### config.mk
export PLATFORM = sky130hd
export DESIGN_NAME = regfile_dump_reader_flat
export DESIGN_NICKNAME = d
export VERILOG_FILES = /design/src/rtl/regfile_dump_reader_if.sv /design/src/rtl/regfile_dump_reader.sv /design/src/flat_wrapper.sv
export SDC_FILE = /design/constraint.sdc
export NUM_CORES = 1
export LEC_CHECK = 0
export ABC_AREA = 1
export CORE_UTILIZATION = 41
export DETAILED_ROUTE_END_ITERATION = 8
export GPL_TIMING_DRIVEN = 0
export HOLD_SLACK_MARGIN = 0.06
export PLACE_DENSITY_LB_ADDON = 0.05
export SLEW_MARGIN = 25
export SYNTH_ARGS = -nofsm -noshare
export SYNTH_HDL_FRONTEND = slang
export SYNTH_SLANG_ARGS = --single-unit
### constraint.sdc
create_clock -name clk -period 1.7 [get_ports clk]
set_input_delay 0.255 -clock clk [delete_from_list [all_inputs] [get_ports clk]]
set_output_delay 0.255 -clock clk [all_outputs]
set_load 0.005 [all_outputs]
### src/rtl/regfile_dump_reader_if.sv
// Signal bundle between the register-file dump reader and its surroundings.
// The bundle carries the control pins, the register-file read port and the
// output word stream.
//
// Output stream handshake: a word transfers on a rising clock edge where
// out_valid and out_ready are both high. Once out_valid is raised, it stays
// high and out_data/out_index stay unchanged until that transfer. out_valid
// never depends combinationally on out_ready.
interface regfile_dump_reader_if #(
  parameter int n = 32
);
  logic         start;
  logic         abort;
  logic [4:0]   rd_addr;
  logic [n-1:0] rd_data;
  logic         out_valid;
  logic         out_ready;
  logic [n-1:0] out_data;
  logic [4:0]   out_index;
  logic         busy;
  logic         done;
  logic [1:0]   state_dbg;

  // Reader side: drives the read address and the output stream.
  modport master (
    input  start, abort, rd_data, out_ready,
    output rd_addr, out_valid, out_data, out_index, busy, done, state_dbg
  );

  // Environment side: register file, controller and stream consumer.
  modport slave (
    output start, abort, rd_data, out_ready,
    input  rd_addr, out_valid, out_data, out_index, busy, done, state_dbg
  );
endinterface

### src/rtl/regfile_dump_reader.sv
// Register-file dump reader. A start pulse begins an ascending sweep of the
// register addresses. Each register's combinational read value is sampled in
// its own FETCH cycle, then offered on the output stream with its index.
// done pulses once after the last word is taken. abort cancels a sweep
// without a done pulse.
module regfile_dump_reader #(
  parameter int n       = 32,
  parameter bit SKIP_X0 = 1'b0
) (
  input logic                  clk,
  input logic                  rst,
  regfile_dump_reader_if.master bus
);

  typedef enum logic [1:0] {
    IDLE  = 2'd0,
    FETCH = 2'd1,
    SEND  = 2'd2,
    DONE  = 2'd3
  } state_t;

  // First register of a sweep; x0 is skipped when it is known to be constant.
  localparam logic [4:0] FIRST_ADDR = SKIP_X0 ? 5'd1 : 5'd0;
  localparam logic [4:0] LAST_ADDR  = 5'd31;

  state_t       state;
  logic [4:0]   addr;
  logic [n-1:0] data_q;
  logic [4:0]   index_q;
  logic         valid_q;
  logic         busy_q;
  logic         done_q;

  // The read address comes straight from the counter. This keeps the
  // register-file read path free of any input-to-output combinational loop.
  assign bus.rd_addr   = addr;
  assign bus.out_valid = valid_q;
  assign bus.out_data  = data_q;
  assign bus.out_index = index_q;
  assign bus.busy      = busy_q;
  assign bus.done      = done_q;
  assign bus.state_dbg = state;

  // Sweep controller: state, address counter and all registered outputs.
  always_ff @(posedge clk) begin
    if (rst) begin
      state   <= IDLE;
      addr    <= 5'd0;
      data_q  <= '0;
      index_q <= 5'd0;
      valid_q <= 1'b0;
      busy_q  <= 1'b0;
      done_q  <= 1'b0;
    end else if (bus.abort) begin
      // Cancel outright. In IDLE these values are already in place, so an
      // abort there changes nothing. A start seen in the same cycle loses to it.
      state   <= IDLE;
      addr    <= 5'd0;
      valid_q <= 1'b0;
      busy_q  <= 1'b0;
      done_q  <= 1'b0;
    end else begin
      done_q <= 1'b0;
      case (state)
        IDLE: begin
          if (bus.start) begin
            addr   <= FIRST_ADDR;
            busy_q <= 1'b1;
            state  <= FETCH;
          end
        end
        FETCH: begin
          // rd_addr has held addr for this whole cycle, so rd_data is the
          // settled value. It includes any write made on the preceding negedge.
          data_q  <= bus.rd_data;
          index_q <= addr;
          valid_q <= 1'b1;
          state   <= SEND;
        end
        SEND: begin
          if (valid_q && bus.out_ready) begin
            valid_q <= 1'b0;
            if (addr == LAST_ADDR) begin
              done_q <= 1'b1;
              state  <= DONE;
            end else begin
              addr  <= addr + 5'd1;
              state <= FETCH;
            end
          end
        end
        DONE: begin
          addr   <= 5'd0;
          busy_q <= 1'b0;
          state  <= IDLE;
        end
        default: begin
          state <= IDLE;
        end
      endcase
    end
  end

endmodule
### src/flat_wrapper.sv
// flat-port wrapper written by rule: the top's interface ports become plain ports
module regfile_dump_reader_flat 
#(
  parameter int n       = 32,
  parameter bit SKIP_X0 = 1'b0
)
  (clk, rst, bus_start, bus_abort, bus_rd_data, bus_out_ready, bus_rd_addr, bus_out_valid, bus_out_data, bus_out_index, bus_busy, bus_done, bus_state_dbg);
  regfile_dump_reader_if #(.n(n)) bus_i ();
  input logic clk;
  input logic rst;
  input wire logic [$bits(bus_i.start)-1:0] bus_start;
  input wire logic [$bits(bus_i.abort)-1:0] bus_abort;
  input wire logic [$bits(bus_i.rd_data)-1:0] bus_rd_data;
  input wire logic [$bits(bus_i.out_ready)-1:0] bus_out_ready;
  output wire logic [$bits(bus_i.rd_addr)-1:0] bus_rd_addr;
  output wire logic [$bits(bus_i.out_valid)-1:0] bus_out_valid;
  output wire logic [$bits(bus_i.out_data)-1:0] bus_out_data;
  output wire logic [$bits(bus_i.out_index)-1:0] bus_out_index;
  output wire logic [$bits(bus_i.busy)-1:0] bus_busy;
  output wire logic [$bits(bus_i.done)-1:0] bus_done;
  output wire logic [$bits(bus_i.state_dbg)-1:0] bus_state_dbg;
  assign bus_i.start = bus_start;
  assign bus_i.abort = bus_abort;
  assign bus_i.rd_data = bus_rd_data;
  assign bus_i.out_ready = bus_out_ready;
  assign bus_rd_addr = bus_i.rd_addr;
  assign bus_out_valid = bus_i.out_valid;
  assign bus_out_data = bus_i.out_data;
  assign bus_out_index = bus_i.out_index;
  assign bus_busy = bus_i.busy;
  assign bus_done = bus_i.done;
  assign bus_state_dbg = bus_i.state_dbg;
  regfile_dump_reader #(.n(n), .SKIP_X0(SKIP_X0)) u_core (.clk(clk), .rst(rst), .bus(bus_i));
endmodule
==> impl_results.md <==
- Crit share post-route: between 80% and 90%
- Portion of total power attributed to the clock network: between 30% and 40%
- Post-synthesis cell type count: 19
- # H-tree levels: 2
- Clock skew: ~0.0046 ns
- GR Overflow Total: 0
- Residual DRC count: 0
- Nets@finish: ~370
- Cell area after technology mapping: around 0.0019 mm2
- Final Hold Vio Count: 0
- Number of slew-limit violations in the final report: 0
- Remaining antenna violation count after routing: 0
- Gate count of the mapped netlist: ~240
- Quantity of hold-fixing buffers added after cts: 0
- Critical Path Stages: 1
- List of cells traversed by the critical path: clkdlybuf4s50_1
- CTS Root Buffer Type: clkbuf_8
- Total power: roughly 0.0021 W
- Startpoint kind of the worst setup timing path: flip-flop
- Slew at the pin with the worst max-slew slack: 0.4552 ns
- Worst-case vdd ir drop: approximately 0.00056 V
- Initial Utilization: between 40% and 50%
- Gate family responsible for the most delay along the worst path: buffers and inverters
- Min Tclk post-route: between 1.5 and 2 ns
- Register clock-pin slew on the reported worst setup and hold paths: about 0.08 ns
- Routed wire length per instance: ~11 um
- Switching share of power: 23.09%
- Later-pin clock latency in the skew report: roughly 0.29 ns
- Total Negative Setup Slacks: 0 ns
- Relative area change from synthesis to final layout: 52.82%
- Combined buffer and inverter count along the critical path: 1
- Switching component of the power: around 0.00048 W
- Number of global-route vias before repair: ~1600
- Wire length of the first global-routing pass: between 7000 and 8000 um
- GP Congestion: roughly 0.8
- Fraction of met2 tracks used by global routing: between 20% and 30%
- Sum of net half-perimeters after detailed placement: between 3000 and 4000 um
- Leakage power summed over all cells: just over 1 nW
- Fmax: ~660 MHz
- Met3 layer usage reported by global route: 4.215%
- Synthesized area per cell: between 7 and 8 um2
- Power Dens Cells: roughly 730 mW/mm2
- Critical path start-end classification: flip-flop to output pin
- Biggest area contributors in the synthesized netlist: dfxtp_1, nand2_1, a21oi_1
- Number of antenna violations at the first check in global routing: 0
- TritonCTS clock tree: done
- Portion of total power attributed to sequential cells: a little over half
- Top Usage Layer GRT: met2
- Yosys top cell area share: just over 50%
- Logic pwr share: a little over an eighth
- Crit path largest cell delay: 0.54 ns
- Result of the run: complete, no violations
- GRT Total Usage: approximately 18%
- RSZ-0062 raised after global routing: false
- Internal power contribution: about 0.0016 W
- Routed wire length: between 4000 and 5000 um
- Maximum fanout encountered on the critical timing path: 6
- Cell depth of the worst min-delay path: 2
- Initial DRT Pass Iterations: 6
- Detailed-route vias per instance: approximately 4.7
- Clock tree buffer depth: 2
- Core Region: ~0.0044 mm2
- Standard-cell rows: 24
- Category of the worst setup path capture point: output pin
- Max-cap violations: 0
- Number of buffers created by CTS: 5
- Total number of vias: 1798
- Largest net degree at the start of global routing: 14
- Worst R2R Path Depth: 9
- I/O Pins: 84
- Master of the slowest instance on the critical path: clkdlybuf4s50_1
- Number of setup violations in the final report: 0
- Die boundary height: slightly below 70 um
- Diodes inserted: 0
- Worst Path Arrival: about 1.3 ns
- Synth warnings: 0
- Share of synthesized area occupied by flip-flops and latches: about 50%
- WP data required: ~1.4 ns
- Proportion of layout cells with a drive suffix above 1: under 10%
- Leading area contributor after synthesis: dfxtp_1
- Number of I/O port buffers: 83
- Post-synthesis net count: 282
- GRT met1 Usage: a little under a quarter
- X dimension of the die: between 60 and 70 um
- Worst slew margin: between 60% and 70%
- Sinks on Clock Net: 47
- Worst min-delay path category: flip-flop to flip-flop
- Detailed Route Iter0 Violations: 66
- Die ar.: between 0.004 and 0.005 mm2
- Flop and latch count out of synthesis: 47
routing by layer:
| layer | part of all wire (%) | vias up |
|---|---|---|
| met2 | 45 | 46 |
| met4 | 0.97 | 0 |
| li1 | - | 940 |
| met5 | 0 | - |
| met1 | 48 | 808 |
| met3 | 5.6 | 4 |
worst register-to-register path, delay by kind of cell, from the launching register on:
family | cells | cell delay, ns
compound gates | 1 | 0.13
fa+ha+maj | 2 | 0.40
flops | 1 | 0.35
simple gates | 6 | 0.56
area by class of cell:
type	instances	area [um2]
Multi-Input combinational cell	167	817.0
Buffer	11	60.06
Inverter	13	48.80
Clock buffer	6	82.58
Tap cell	52	65.06
Fill cell	405	1501
Sequential cell	47	943.4
Timing Repair Buffer	83	830.8
Clock inverter	1	5.005
per-stage QoR:
step	instances	util, %	setup WS (ns)	hold slack [ns]	instance area (um2)
detailed placement	373	63.45	0.1224	0.4508	2763
global route	380	65.52	0.03221	0.4753	2853
floorplan	238	-	0.3040	0.4022	1867
finish	380	65.52	0.1905	0.4606	2853
global placement	373	63.45	0.09914	0.4474	2763
CTS	380	65.46	0.1500	0.4636	2850
power by group through the flow:
stage	Sequential, W	Clock (W)	Combinational (W)
2_1_floorplan	0.00117	0	0.000114
3_3_place_gp	0.00117	0	0.000283
3_5_place_dp	0.00117	0	0.000284
4_1_cts	0.00114	0.000695	0.000286
5_1_grt	0.00115	0.000731	0.000311
6_report	0.00114	0.000669	0.000282
logic make-up (layout without fill, tap and decap cells):
family | Yosys count | after routing | synth area share [%]
adder cells (fa/ha/maj) | 7 | 7 | 4.691
flip-flops | 47 | 47 | 50.40
AO/OA/AOI/OAI | 54 | 54 | 14.88
buffers and inverters | 24 | 114 | 5.831
AND/OR/NAND/NOR | 106 | 106 | 24.20
cells in the mapped netlist:
master and count:
buf_6 1, o21ai_0 7, nor2_1 8, inv_2 2, buf_4 1, a211oi_1 3, nor2_8 1, nand2_4 3
inv_1 11, nand2_1 88, buf_1 3, dfxtp_1 47, ha_1 7, a21oi_1 44, nand4_1 1, nand3_1 2
nor2_4 1, buf_2 6, nor3_1 2
worst paths after layout:
check	startpoint	endpoint	slack, ns
worst max-delay path	u_core.bus.rd_addr[2]	bus_rd_addr[2]	0.19
worst min-delay path	u_core.bus.out_data[31]	u_core.bus.out_data[31]	0.46
worst max register to register	u_core.bus.rd_addr[0]	u_core.bus.rd_addr[1]	0.19
worst min register to register	u_core.bus.out_data[31]	u_core.bus.out_data[31]	0.46
placed cells by master (no fill, tap or decap):
cell / instances
buf_4: 1
clkdlybuf4s50_1: 83
clkbuf_8: 6
nor3_1: 2
buf_2: 6
nand3_1: 2
clkinv_2: 1
ha_1: 7
o21ai_0: 7
a211oi_1: 3
dfxtp_1: 45
buf_6: 1
nand2_4: 3
nor2_1: 8
nor2_4: 1
nand4_1: 1
nand2_1: 88
nor2_8: 1
dfxtp_2: 2
inv_1: 11
inv_2: 2
a21oi_1: 44
buf_1: 3
what timing repair did:
action | in CTS | in global routing
setup buffers | 0 | 0
setup endpoints to repair | 0 | 4
gates resized for setup | 0 | 2
state kept, by name (all words and copies together), names as in the netlist:
register / cells
u_core.bus.state_dbg: 2
u_core.bus.busy: 1
u_core.bus.out_valid: 1
u_core.bus.rd_addr: 5
u_core.bus.out_index: 5
u_core.bus.out_data: 32
u_core.bus.done: 1
No activity file was read; power rests on OpenSTA's default activity.
